### src/rtl/iic_pkg.sv
// Shared IIC byte-level command encodings, used by the IIC master and its clients.
package iic_pkg;

    // One-hot byte-level commands issued to the IIC master.
    typedef enum logic [5:0] {
        IIC_IDLE      = 6'b000000,
        IIC_START     = 6'b000001,
        IIC_WRITE     = 6'b000010,
        IIC_READ      = 6'b000100,
        IIC_READ_LAST = 6'b001000,
        IIC_STOP      = 6'b010000
    } iic_cmd_t;

    localparam int unsigned IIC_CMD_W = 6;

endpackage

### src/rtl/eeprom_ctrl_if.sv
// Request/response and IIC-master signal bundle for the EEPROM controller.
import iic_pkg::*;

interface eeprom_ctrl_if;

    // client request / response
    logic       req_valid;
    logic       req_ready;
    logic       req_rw;
    logic [7:0] req_addr;
    logic [7:0] req_wdata;
    logic       rsp_valid;
    logic [7:0] rsp_rdata;
    logic       rsp_err;

    // IIC master byte-level side
    iic_cmd_t   iic_cmd;
    logic [7:0] iic_tx_data;
    logic [7:0] iic_rx_data;
    logic       iic_done;
    logic [1:0] iic_status;

    // environment side: issues requests, hosts the IIC master
    modport master (
        output req_valid, req_rw, req_addr, req_wdata,
        input  req_ready, rsp_valid, rsp_rdata, rsp_err,
        input  iic_cmd, iic_tx_data,
        output iic_rx_data, iic_done, iic_status
    );

    // controller side
    modport slave (
        input  req_valid, req_rw, req_addr, req_wdata,
        output req_ready, rsp_valid, rsp_rdata, rsp_err,
        output iic_cmd, iic_tx_data,
        input  iic_rx_data, iic_done, iic_status
    );

endinterface

### src/rtl/eeprom_ctrl.sv
// EEPROM byte write / random byte read sequencer on top of a byte-level IIC master.
import iic_pkg::*;

module eeprom_ctrl #(
    parameter logic [6:0]  DEV_ADDR   = 7'h50,
    parameter logic [15:0] TWR_CYCLES = 16'd50000
) (
    input logic          sys_clk,
    input logic          sys_rst,
    eeprom_ctrl_if.slave bus
);

    typedef enum logic [3:0] {
        S_IDLE, S_START, S_DEVW, S_WADDR, S_WDATA,
        S_RSTART, S_DEVR, S_RDATA, S_STOP, S_TWAIT, S_RESP
    } state_t;

    state_t     state, state_nxt;
    logic       issued, issued_nxt;
    logic       is_cmd_state, issue;
    iic_cmd_t   cmd_sel;
    logic [7:0] data_sel;
    logic       accept, done_ok, nack, twait_end, wr_state;

    iic_cmd_t   cmd_q;
    logic [7:0] tx_q, rdata_q;
    logic       rw_q, err_q;
    logic [7:0] addr_q, wdata_q;
    logic [15:0] cnt_q;

    // The done pulse is the only handshake used; the busy bit is informational.
    logic       busy_unused;
    assign busy_unused = bus.iic_status[0];

    assign accept    = bus.req_valid && (state == S_IDLE);
    assign done_ok   = issued && bus.iic_done;
    assign nack      = bus.iic_status[1];
    assign twait_end = ({1'b0, cnt_q} + 17'd1) >= {1'b0, TWR_CYCLES};
    assign wr_state  = (state == S_DEVW) || (state == S_WADDR) ||
                       (state == S_WDATA) || (state == S_DEVR);

    assign bus.req_ready   = (state == S_IDLE);
    assign bus.rsp_valid   = (state == S_RESP);
    assign bus.rsp_err     = (state == S_RESP) && err_q;
    assign bus.rsp_rdata   = rdata_q;
    assign bus.iic_cmd     = cmd_q;
    assign bus.iic_tx_data = tx_q;

    // State register and per-state "command already issued" flag.
    always_ff @(posedge sys_clk or posedge sys_rst) begin
        if (sys_rst) begin
            state  <= S_IDLE;
            issued <= 1'b0;
        end else begin
            state  <= state_nxt;
            issued <= issued_nxt;
        end
    end

    // Next-state decode plus the command/byte each command state issues.
    always_comb begin
        state_nxt    = state;
        cmd_sel      = IIC_IDLE;
        data_sel     = '0;
        is_cmd_state = 1'b1;
        unique case (state)
            S_IDLE: begin
                is_cmd_state = 1'b0;
                if (accept) state_nxt = S_START;
            end
            S_START: begin
                cmd_sel = IIC_START;
                if (done_ok) state_nxt = S_DEVW;
            end
            S_DEVW: begin
                cmd_sel  = IIC_WRITE;
                data_sel = {DEV_ADDR, 1'b0};
                if (done_ok) state_nxt = nack ? S_STOP : S_WADDR;
            end
            S_WADDR: begin
                cmd_sel  = IIC_WRITE;
                data_sel = addr_q;
                if (done_ok) state_nxt = nack ? S_STOP : (rw_q ? S_RSTART : S_WDATA);
            end
            S_WDATA: begin
                cmd_sel  = IIC_WRITE;
                data_sel = wdata_q;
                if (done_ok) state_nxt = S_STOP;
            end
            S_RSTART: begin
                cmd_sel = IIC_START;
                if (done_ok) state_nxt = S_DEVR;
            end
            S_DEVR: begin
                cmd_sel  = IIC_WRITE;
                data_sel = {DEV_ADDR, 1'b1};
                if (done_ok) state_nxt = nack ? S_STOP : S_RDATA;
            end
            S_RDATA: begin
                cmd_sel = IIC_READ_LAST;
                if (done_ok) state_nxt = S_STOP;
            end
            S_STOP: begin
                cmd_sel = IIC_STOP;
                // errored or read transactions never started an internal write cycle
                if (done_ok) state_nxt = (err_q || rw_q) ? S_RESP : S_TWAIT;
            end
            S_TWAIT: begin
                is_cmd_state = 1'b0;
                if (twait_end) state_nxt = S_RESP;
            end
            S_RESP: begin
                is_cmd_state = 1'b0;
                state_nxt    = S_IDLE;
            end
            default: begin
                is_cmd_state = 1'b0;
                state_nxt    = S_IDLE;
            end
        endcase
        issue      = is_cmd_state && !issued;
        issued_nxt = (state_nxt != state) ? 1'b0 : (issued || issue);
    end

    // Registered command outputs, request capture, error flag, read data and write-cycle timer.
    always_ff @(posedge sys_clk or posedge sys_rst) begin
        if (sys_rst) begin
            cmd_q   <= IIC_IDLE;
            tx_q    <= '0;
            rdata_q <= '0;
            rw_q    <= 1'b0;
            addr_q  <= '0;
            wdata_q <= '0;
            err_q   <= 1'b0;
            cnt_q   <= '0;
        end else begin
            cmd_q <= issue ? cmd_sel : IIC_IDLE;
            if (issue) tx_q <= data_sel;
            if (accept) begin
                rw_q    <= bus.req_rw;
                addr_q  <= bus.req_addr;
                wdata_q <= bus.req_wdata;
            end
            if (state == S_RESP)
                err_q <= 1'b0;
            else if (done_ok && wr_state && nack)
                err_q <= 1'b1;
            if (done_ok && state == S_RDATA) rdata_q <= bus.iic_rx_data;
            cnt_q <= (state == S_TWAIT) ? cnt_q + 16'd1 : '0;
        end
    end

endmodule
### src/flat_wrapper.sv
// flat-port wrapper written by rule: the top's interface ports become plain ports
module eeprom_ctrl_flat 
#(
    parameter logic [6:0]  DEV_ADDR   = 7'h50,
    parameter logic [15:0] TWR_CYCLES = 16'd50000
)
  (sys_clk, sys_rst, bus_req_valid, bus_req_rw, bus_req_addr, bus_req_wdata, bus_req_ready, bus_rsp_valid, bus_rsp_rdata, bus_rsp_err, bus_iic_cmd, bus_iic_tx_data, bus_iic_rx_data, bus_iic_done, bus_iic_status);
  eeprom_ctrl_if bus_i ();
  input logic sys_clk;
  input logic sys_rst;
  input wire logic [$bits(bus_i.req_valid)-1:0] bus_req_valid;
  input wire logic [$bits(bus_i.req_rw)-1:0] bus_req_rw;
  input wire logic [$bits(bus_i.req_addr)-1:0] bus_req_addr;
  input wire logic [$bits(bus_i.req_wdata)-1:0] bus_req_wdata;
  output wire logic [$bits(bus_i.req_ready)-1:0] bus_req_ready;
  output wire logic [$bits(bus_i.rsp_valid)-1:0] bus_rsp_valid;
  output wire logic [$bits(bus_i.rsp_rdata)-1:0] bus_rsp_rdata;
  output wire logic [$bits(bus_i.rsp_err)-1:0] bus_rsp_err;
  output wire logic [$bits(bus_i.iic_cmd)-1:0] bus_iic_cmd;
  output wire logic [$bits(bus_i.iic_tx_data)-1:0] bus_iic_tx_data;
  input wire logic [$bits(bus_i.iic_rx_data)-1:0] bus_iic_rx_data;
  input wire logic [$bits(bus_i.iic_done)-1:0] bus_iic_done;
  input wire logic [$bits(bus_i.iic_status)-1:0] bus_iic_status;
  assign bus_i.req_valid = bus_req_valid;
  assign bus_i.req_rw = bus_req_rw;
  assign bus_i.req_addr = bus_req_addr;
  assign bus_i.req_wdata = bus_req_wdata;
  assign bus_req_ready = bus_i.req_ready;
  assign bus_rsp_valid = bus_i.rsp_valid;
  assign bus_rsp_rdata = bus_i.rsp_rdata;
  assign bus_rsp_err = bus_i.rsp_err;
  assign bus_iic_cmd = bus_i.iic_cmd;
  assign bus_iic_tx_data = bus_i.iic_tx_data;
  assign bus_i.iic_rx_data = bus_iic_rx_data;
  assign bus_i.iic_done = bus_iic_done;
  assign bus_i.iic_status = bus_iic_status;
  eeprom_ctrl #(.DEV_ADDR(DEV_ADDR), .TWR_CYCLES(TWR_CYCLES)) u_core (.sys_clk(sys_clk), .sys_rst(sys_rst), .bus(bus_i));
endmodule
### config.mk
export PLATFORM = sky130hd
export DESIGN_NAME = eeprom_ctrl_flat
export DESIGN_NICKNAME = d
export VERILOG_FILES = /design/src/rtl/iic_pkg.sv /design/src/rtl/eeprom_ctrl_if.sv /design/src/rtl/eeprom_ctrl.sv /design/src/flat_wrapper.sv
export SDC_FILE = /design/constraint.sdc
export NUM_CORES = 1
export LEC_CHECK = 0
export BUFFER_PORTS_ARGS = -buffer_cell sky130_fd_sc_hd__buf_2
export CORE_MARGIN = 3
export CORE_UTILIZATION = 50
export CTS_BUF_LIST = sky130_fd_sc_hd__clkbuf_4
export CTS_CLUSTER_SIZE = 30
export DETAILED_ROUTE_END_ITERATION = 7
export PLACE_DENSITY = 0.79
export SETUP_SLACK_MARGIN = 0.1
export SLEW_MARGIN = 20
export SYNTH_ARGS = -nofsm -noshare
export SYNTH_HDL_FRONTEND = slang
export SYNTH_SLANG_ARGS = --single-unit
### constraint.sdc
create_clock -name sys_clk -period 2.8 [get_ports sys_clk]
set_input_delay 0.56 -clock sys_clk [delete_from_list [all_inputs] [get_ports sys_clk]]
set_output_delay 0.56 -clock sys_clk [all_outputs]
set_load 0.005 [all_outputs]
==> out/results.tsv, run 1 <==
metric	value	unit
vias in the first global route	2254	
via count	2294	
worst hold path class	primary input to async pin	
Worst Clk Skew	0.0136	ns
r2r startpoint	u_core.cnt_q[0]$_DFF_PP0_	
clock latency on the worst-skew pair	0.41	ns
crit path to	bus_req_ready	
max-slew violation count	0	
WL/cell	14.2	um
first-pass GRT wire length	10400	um
DIE AREA	6870	sq um
Seq cells post-synth	59	
Worst Path Arrival	1.77	ns
crit start category	flip-flop	
TritonCTS Buffers	9	
Synth area leader	dfrtp_1	
Boundary Pins	56	
Mapped Area	2950	sq um
CTS clock-pin slew for the worst setup and hold paths	0.10	ns
post-CTS setup buffers	0	
Critical path origin	u_core.state[1]$_DFF_PP0_	
Peak VDD IR	405	uV
final hold slack	0.176	ns
Area growth syn-to-layout	15.1	%
worst-path fanout max	13	
final setup fails	0	
yosys warns	0	
EDFF count, synth	0	
placement row count	27	
Syn Area/Cell	10.3	sq um
CTS Buffer Depth	2	
Synth Flop Type	dfrtp_1	
die boundary height	82.9	um
fin crit period	2.33	ns
Slew HR	50.0	%
Inserted Diodes	0	
most numerous cell in the Yosys netlist	dfrtp_1	
status	completed	
final worst path period share	83.4	%
unrepaired setup endpoints after global routing	false	
initial DRC count	85	
reg-to-reg endpoint	u_core.state[0]$_DFF_PP0_	
pin count of the biggest net entering global routing	27	
R2R Setup Slk	0.54	ns
Commonest cells post-synth	dfrtp_1 (59), nor2_1 (28), mux2_1 (25)	
layout net count	370	
initial antenna violation count	0	
P per Cell Area	439	nW/um^2
grt ovf	0	
max cap viols	0	
CTS tree	done	
distinct cell type count after synthesis	48	
Leak	1.68	nW
Fmax	428	MHz
core area	5610	sq um
worst-case reg-to-reg path depth	7	
CTS resizes	0	
port buffer count	52	
Critical Setup Path Class	flip-flop to primary output	
Worst Setup End Kind	primary output	
Placer Congestion	0.867	
Initial Utilization	52.7	%
top cell type's share of synthesized area	50.0	%
synth top area cells	dfrtp_1 (50%), mux2_1 (9.5%), nor2_1 (3.6%)	
register area share after synthesis	50.0	%
Mapped Cells	286	
die span in x	82.9	um
Post-Route WL	5900	um
CTS sink cnt	59	
FFs w/ async S/R, synth	100	%
share of cells above drive strength 1	25.4	%
# DRC	0	
DR pass1 iterations	4	
Worst EP required	2.24	ns
global-route usage over all layers	18.6	%
H-tree Lvls	3	
CTS hold repair buffers	0	
final hold vios	0	
setup TNS	0	ns
DRT antenna net count	0	
vias per inst	5.54	
DP Wirelength	4370	um
Slew @ Worst Pin	0.744	ns
Root Buffer Master	clkbuf_4	
metal layers:
layer  GRT usage [%]  up-vias  routed length, um
met5               0        -                  0
met4            5.35        0                 77
met3            6.85        7                333
met2            30.6       63               2970
met1            22.9     1105               2520
li1                -     1119                  -
logic make-up after synthesis:
kind of cell | synth area share, %
flip-flops | 50.0
other | 0.127
buffers and inverters | 3.60
XOR/XNOR | 4.15
AND/OR/NAND/NOR | 19.3
adder cells (fa/ha/maj) | 0.847
multiplexers | 10.5
AO/OA/AOI/OAI | 11.5
sequential cells by signal, indices dropped and copies added, names as in the netlist:
| register | count |
|---|---|
| u_core.cnt_q | 16 |
| u_core.bus.iic_tx_data | 8 |
| u_core.err_q | 1 |
| u_core.rw_q | 1 |
| u_core.bus.iic_cmd | 4 |
| u_core.issued | 1 |
| u_core.state | 4 |
| u_core.bus.rsp_rdata | 8 |
| u_core.wdata_q | 8 |
| u_core.addr_q | 8 |
worst min path at each step:
stage | endpoint | cells past startpoint | slack (ns) | from
global route | u_core.cnt_q[3]$_DFF_PP0_ | 2 | 0.18 | sys_rst
floorplan | u_core.wdata_q[5]$_DFFE_PP0P_ | 1 | 0.46 | u_core.wdata_q[5]$_DFFE_PP0P_
detailed placement | u_core.bus.rsp_rdata[6]$_DFFE_PP0P_ | 1 | 0.47 | u_core.bus.rsp_rdata[6]$_DFFE_PP0P_
finish | u_core.cnt_q[3]$_DFF_PP0_ | 2 | 0.18 | sys_rst
global placement | u_core.bus.rsp_rdata[6]$_DFFE_PP0P_ | 1 | 0.47 | u_core.bus.rsp_rdata[6]$_DFFE_PP0P_
CTS | u_core.cnt_q[3]$_DFF_PP0_ | 2 | 0.17 | sys_rst
through the flow:
step | power, mW | area (sq um) | std cells | setup slack [ns] | util [%]
detailed placement | 0.910 | 3260 | 398 | 0.542 | 58.1
CTS | 1.52 | 3400 | 414 | 0.454 | 60.6
finish | 1.49 | 3400 | 414 | 0.465 | 60.6
floorplan | 0.884 | 2960 | 287 | 0.733 | -
global placement | 0.909 | 3260 | 398 | 0.581 | 58.1
global route | 1.57 | 3400 | 414 | 0.329 | 60.6
critical path, stage by stage, from the launching register on:
cell and delay, ns:
dfrtp_1 0.55, or3_1 0.51, nor2_4 0.17, buf_2 0.14
power by group:
part           leakage, nW  switching, mW  internal (mW)
logic                0.810         0.0235         0.0167
registers            0.795              0          0.851
clock network       0.0803          0.318          0.283
final cells by class:
cell class              count  area [sq um]
clock buffers              10          75.1
fillers                   509          2210
inverters                   7          26.3
flip-flops and latches     59          1480
clock inverters             6          66.3
well taps                  72          90.1
multi-input cells         204          1380
repair buffers             56           290
layout by cell type (no fill, tap or decap), types with 6 or more instances in the layout:
cell / instances
dfrtp_1: 59
buf_2: 52
nor2_1: 28
mux2_1: 25
nand2_1: 22
a21oi_1: 13
o21ai_0: 10
clkbuf_4: 10
nor3_1: 9
nand3_1: 9
o21ai_1: 8
xnor2_1: 7
xor2_1: 7
a22oi_1: 6
nand4_1: 6
Power figures use the tool's default switching activity.
==> inputs of run 2 (changes only) <==
==> constraint.sdc (replaced) <==
create_clock -name sys_clk -period 2.2 [get_ports sys_clk]
set_input_delay 0.44 -clock sys_clk [delete_from_list [all_inputs] [get_ports sys_clk]]
set_output_delay 0.44 -clock sys_clk [all_outputs]
set_load 0.005 [all_outputs]
==> out/results.tsv, run 2 (same netlist as run 1, synthesis figures left out) <==
metric	value	unit	change
worst hold path class	primary input to async pin		
Worst Clk Skew	0.0189	ns	+0.00526 ns
Reg with most FFs	u_core.cnt_q		
max cap viols	0		unchanged
core area	5610	sq um	unchanged
P per Cell Area	587	nW/um^2	+34%
CTS Buffer Depth	2		unchanged
first-pass GRT wire length	10600	um	+2.5%
Max stage delay cell, worst path	or3_1		
register area	1480	sq um	unchanged
Inserted Diodes	0		unchanged
initial DRC count	194		+130%
Filler Cell Count	488		-4.1%
crit path cell chain	or3_1 > nor2_4 > buf_2		
Placer Congestion	0.896		+3.3%
vias per inst	5.60		+1.1%
Fmax	492	MHz	
CTS hold repair buffers	0		unchanged
max-slew violation count	0		unchanged
clock latency on the worst-skew pair	0.42	ns	about the same
die boundary height	82.9	um	unchanged
grt ovf	0		unchanged
DP Wirelength	4320	um	-0.99%
Worst EP required	1.76	ns	-0.48 ns
Worst Path Arrival	1.59	ns	-0.18 ns
final hold vios	0		unchanged
non-filler cells, final	422		+1.9%
setup TNS	0	ns	unchanged
DIE AREA	6870	sq um	unchanged
initial antenna violation count	0		unchanged
share of cells above drive strength 1	28.0	%	+2.6 points
placement row count	27		unchanged
Root Buffer Master	clkbuf_4		
DR pass1 iterations	4		unchanged
worst-path fanout max	4		-9
Worst Setup End Kind	primary output		
Boundary Pins	56		unchanged
TritonCTS Buffers	9		unchanged
total power	2.07	mW	+38%
crit-path max cell delay	0.47	ns	-0.08 ns
layout net count	378		+2.2%
vias in the first global route	2328		+3.3%
WL/cell	14.7	um	+3.1%
commonest non-fill, non-tap cell in the layout	dfrtp_1		
Post-Route WL	6190	um	+5.1%
global-route usage over all layers	18.9	%	+0.35 points
CTS clock-pin slew for the worst setup and hold paths	0.12	ns	+0.02 ns
final worst path period share	92.4	%	
# DRC	0		unchanged
DRT antenna net count	0		unchanged
Critical Setup Path Class	flip-flop to primary output		
port buffer count	52		unchanged
fin crit period	2.03	ns	
final setup fails	0		unchanged
die span in x	82.9	um	unchanged
Leak	1.74	nW	+3.3%
Area growth syn-to-layout	19.1	%	
CTS tree	done		
H-tree Lvls	3		unchanged
Peak VDD IR	449	uV	+11%
max reg flops	16		unchanged
via count	2364		+3.1%
most frequent cells in the layout	dfrtp_1 (59), buf_2 (52), nor2_1 (28)		
crit start category	flip-flop		
unrepaired setup endpoints after global routing	true		
Initial Utilization	52.7	%	unchanged
pin count of the biggest net entering global routing	60		+120%
placed insts	406		+2.0%
multi-input logic area	1390	sq um	+1.3%
CTS sink cnt	59		unchanged
status	completed		
==> run 2: power breakdown <==
part	switching (mW)	total, mW	internal (mW)
registers	0	1.08	1.08
logic	0.0298	0.0525	0.0228
clock network	0.462	0.929	0.467
==> run 2: stage by stage <==
step / cell area [sq um] / util [%] / setup slack, ns / hold slack [ns]
detailed placement: 3330 / 59.4 / 0.150 / 0.472
CTS: 3500 / 62.4 / 0.127 / 0.0554
global route: 3520 / 62.7 / 0.0756 / 0.0750
finish: 3520 / 62.7 / 0.167 / 0.0472
floorplan: 2960 / - / 0.133 / 0.465
global placement: 3330 / 59.4 / 0.197 / 0.464
==> run 2: timing repair <==
action | in CTS | in global routing
endpoints found under the hold margin | 0 | 0
setup buffers | 0 | 0
setup endpoints to repair | 0 | 4
gates resized for setup | 0 | 3
==> run 2: final timing paths <==
check,startpoint,end,cells after the start,slack (ns)
setup / recovery,u_core.state[0]$_DFF_PP0_,bus_req_ready,3,0.17
hold / removal,sys_rst,u_core.cnt_q[2]$_DFF_PP0_,3,0.05
setup reg to reg,u_core.cnt_q[0]$_DFF_PP0_,u_core.state[0]$_DFF_PP0_,7,0.22
hold reg to reg,u_core.bus.rsp_rdata[2]$_DFFE_PP0P_,u_core.bus.rsp_rdata[2]$_DFFE_PP0P_,1,0.49
max in group asynchronous,sys_rst,u_core.cnt_q[14]$_DFF_PP0_,3,1.88
min in group sys_clk,bus_req_addr[6],u_core.addr_q[6]$_DFFE_PP0P_,2,0.21
==> run 2: area by class of cell <==
cell class | count | area share (%)
Sequential cell | 59 | 42.0
Multi-Input combinational cell | 204 | 39.6
Timing Repair Buffer | 64 | 10.3
Clock inverter | 7 | 2.88
Tap cell | 72 | 2.56
Clock buffer | 9 | 1.92
Inverter | 7 | 0.747
==> run 2: metal layers <==
layer / GRT usage, % / part of all wire (%) / vias up
met2: 29.7 / 49 / 71
met3: 3.67 / 4.2 / 11
li1: - / - / 1140
met4: 9.81 / 2.4 / 0
met5: 0 / 0 / -
met1: 24.9 / 45 / 1142
==> run 2: critical path, delay by kind of cell, from the launching register on <==
kind / cells / cell delay [ns]
buffers and inverters: 1 / 0.14
DFF: 1 / 0.40
and+or+nand+nor: 2 / 0.65
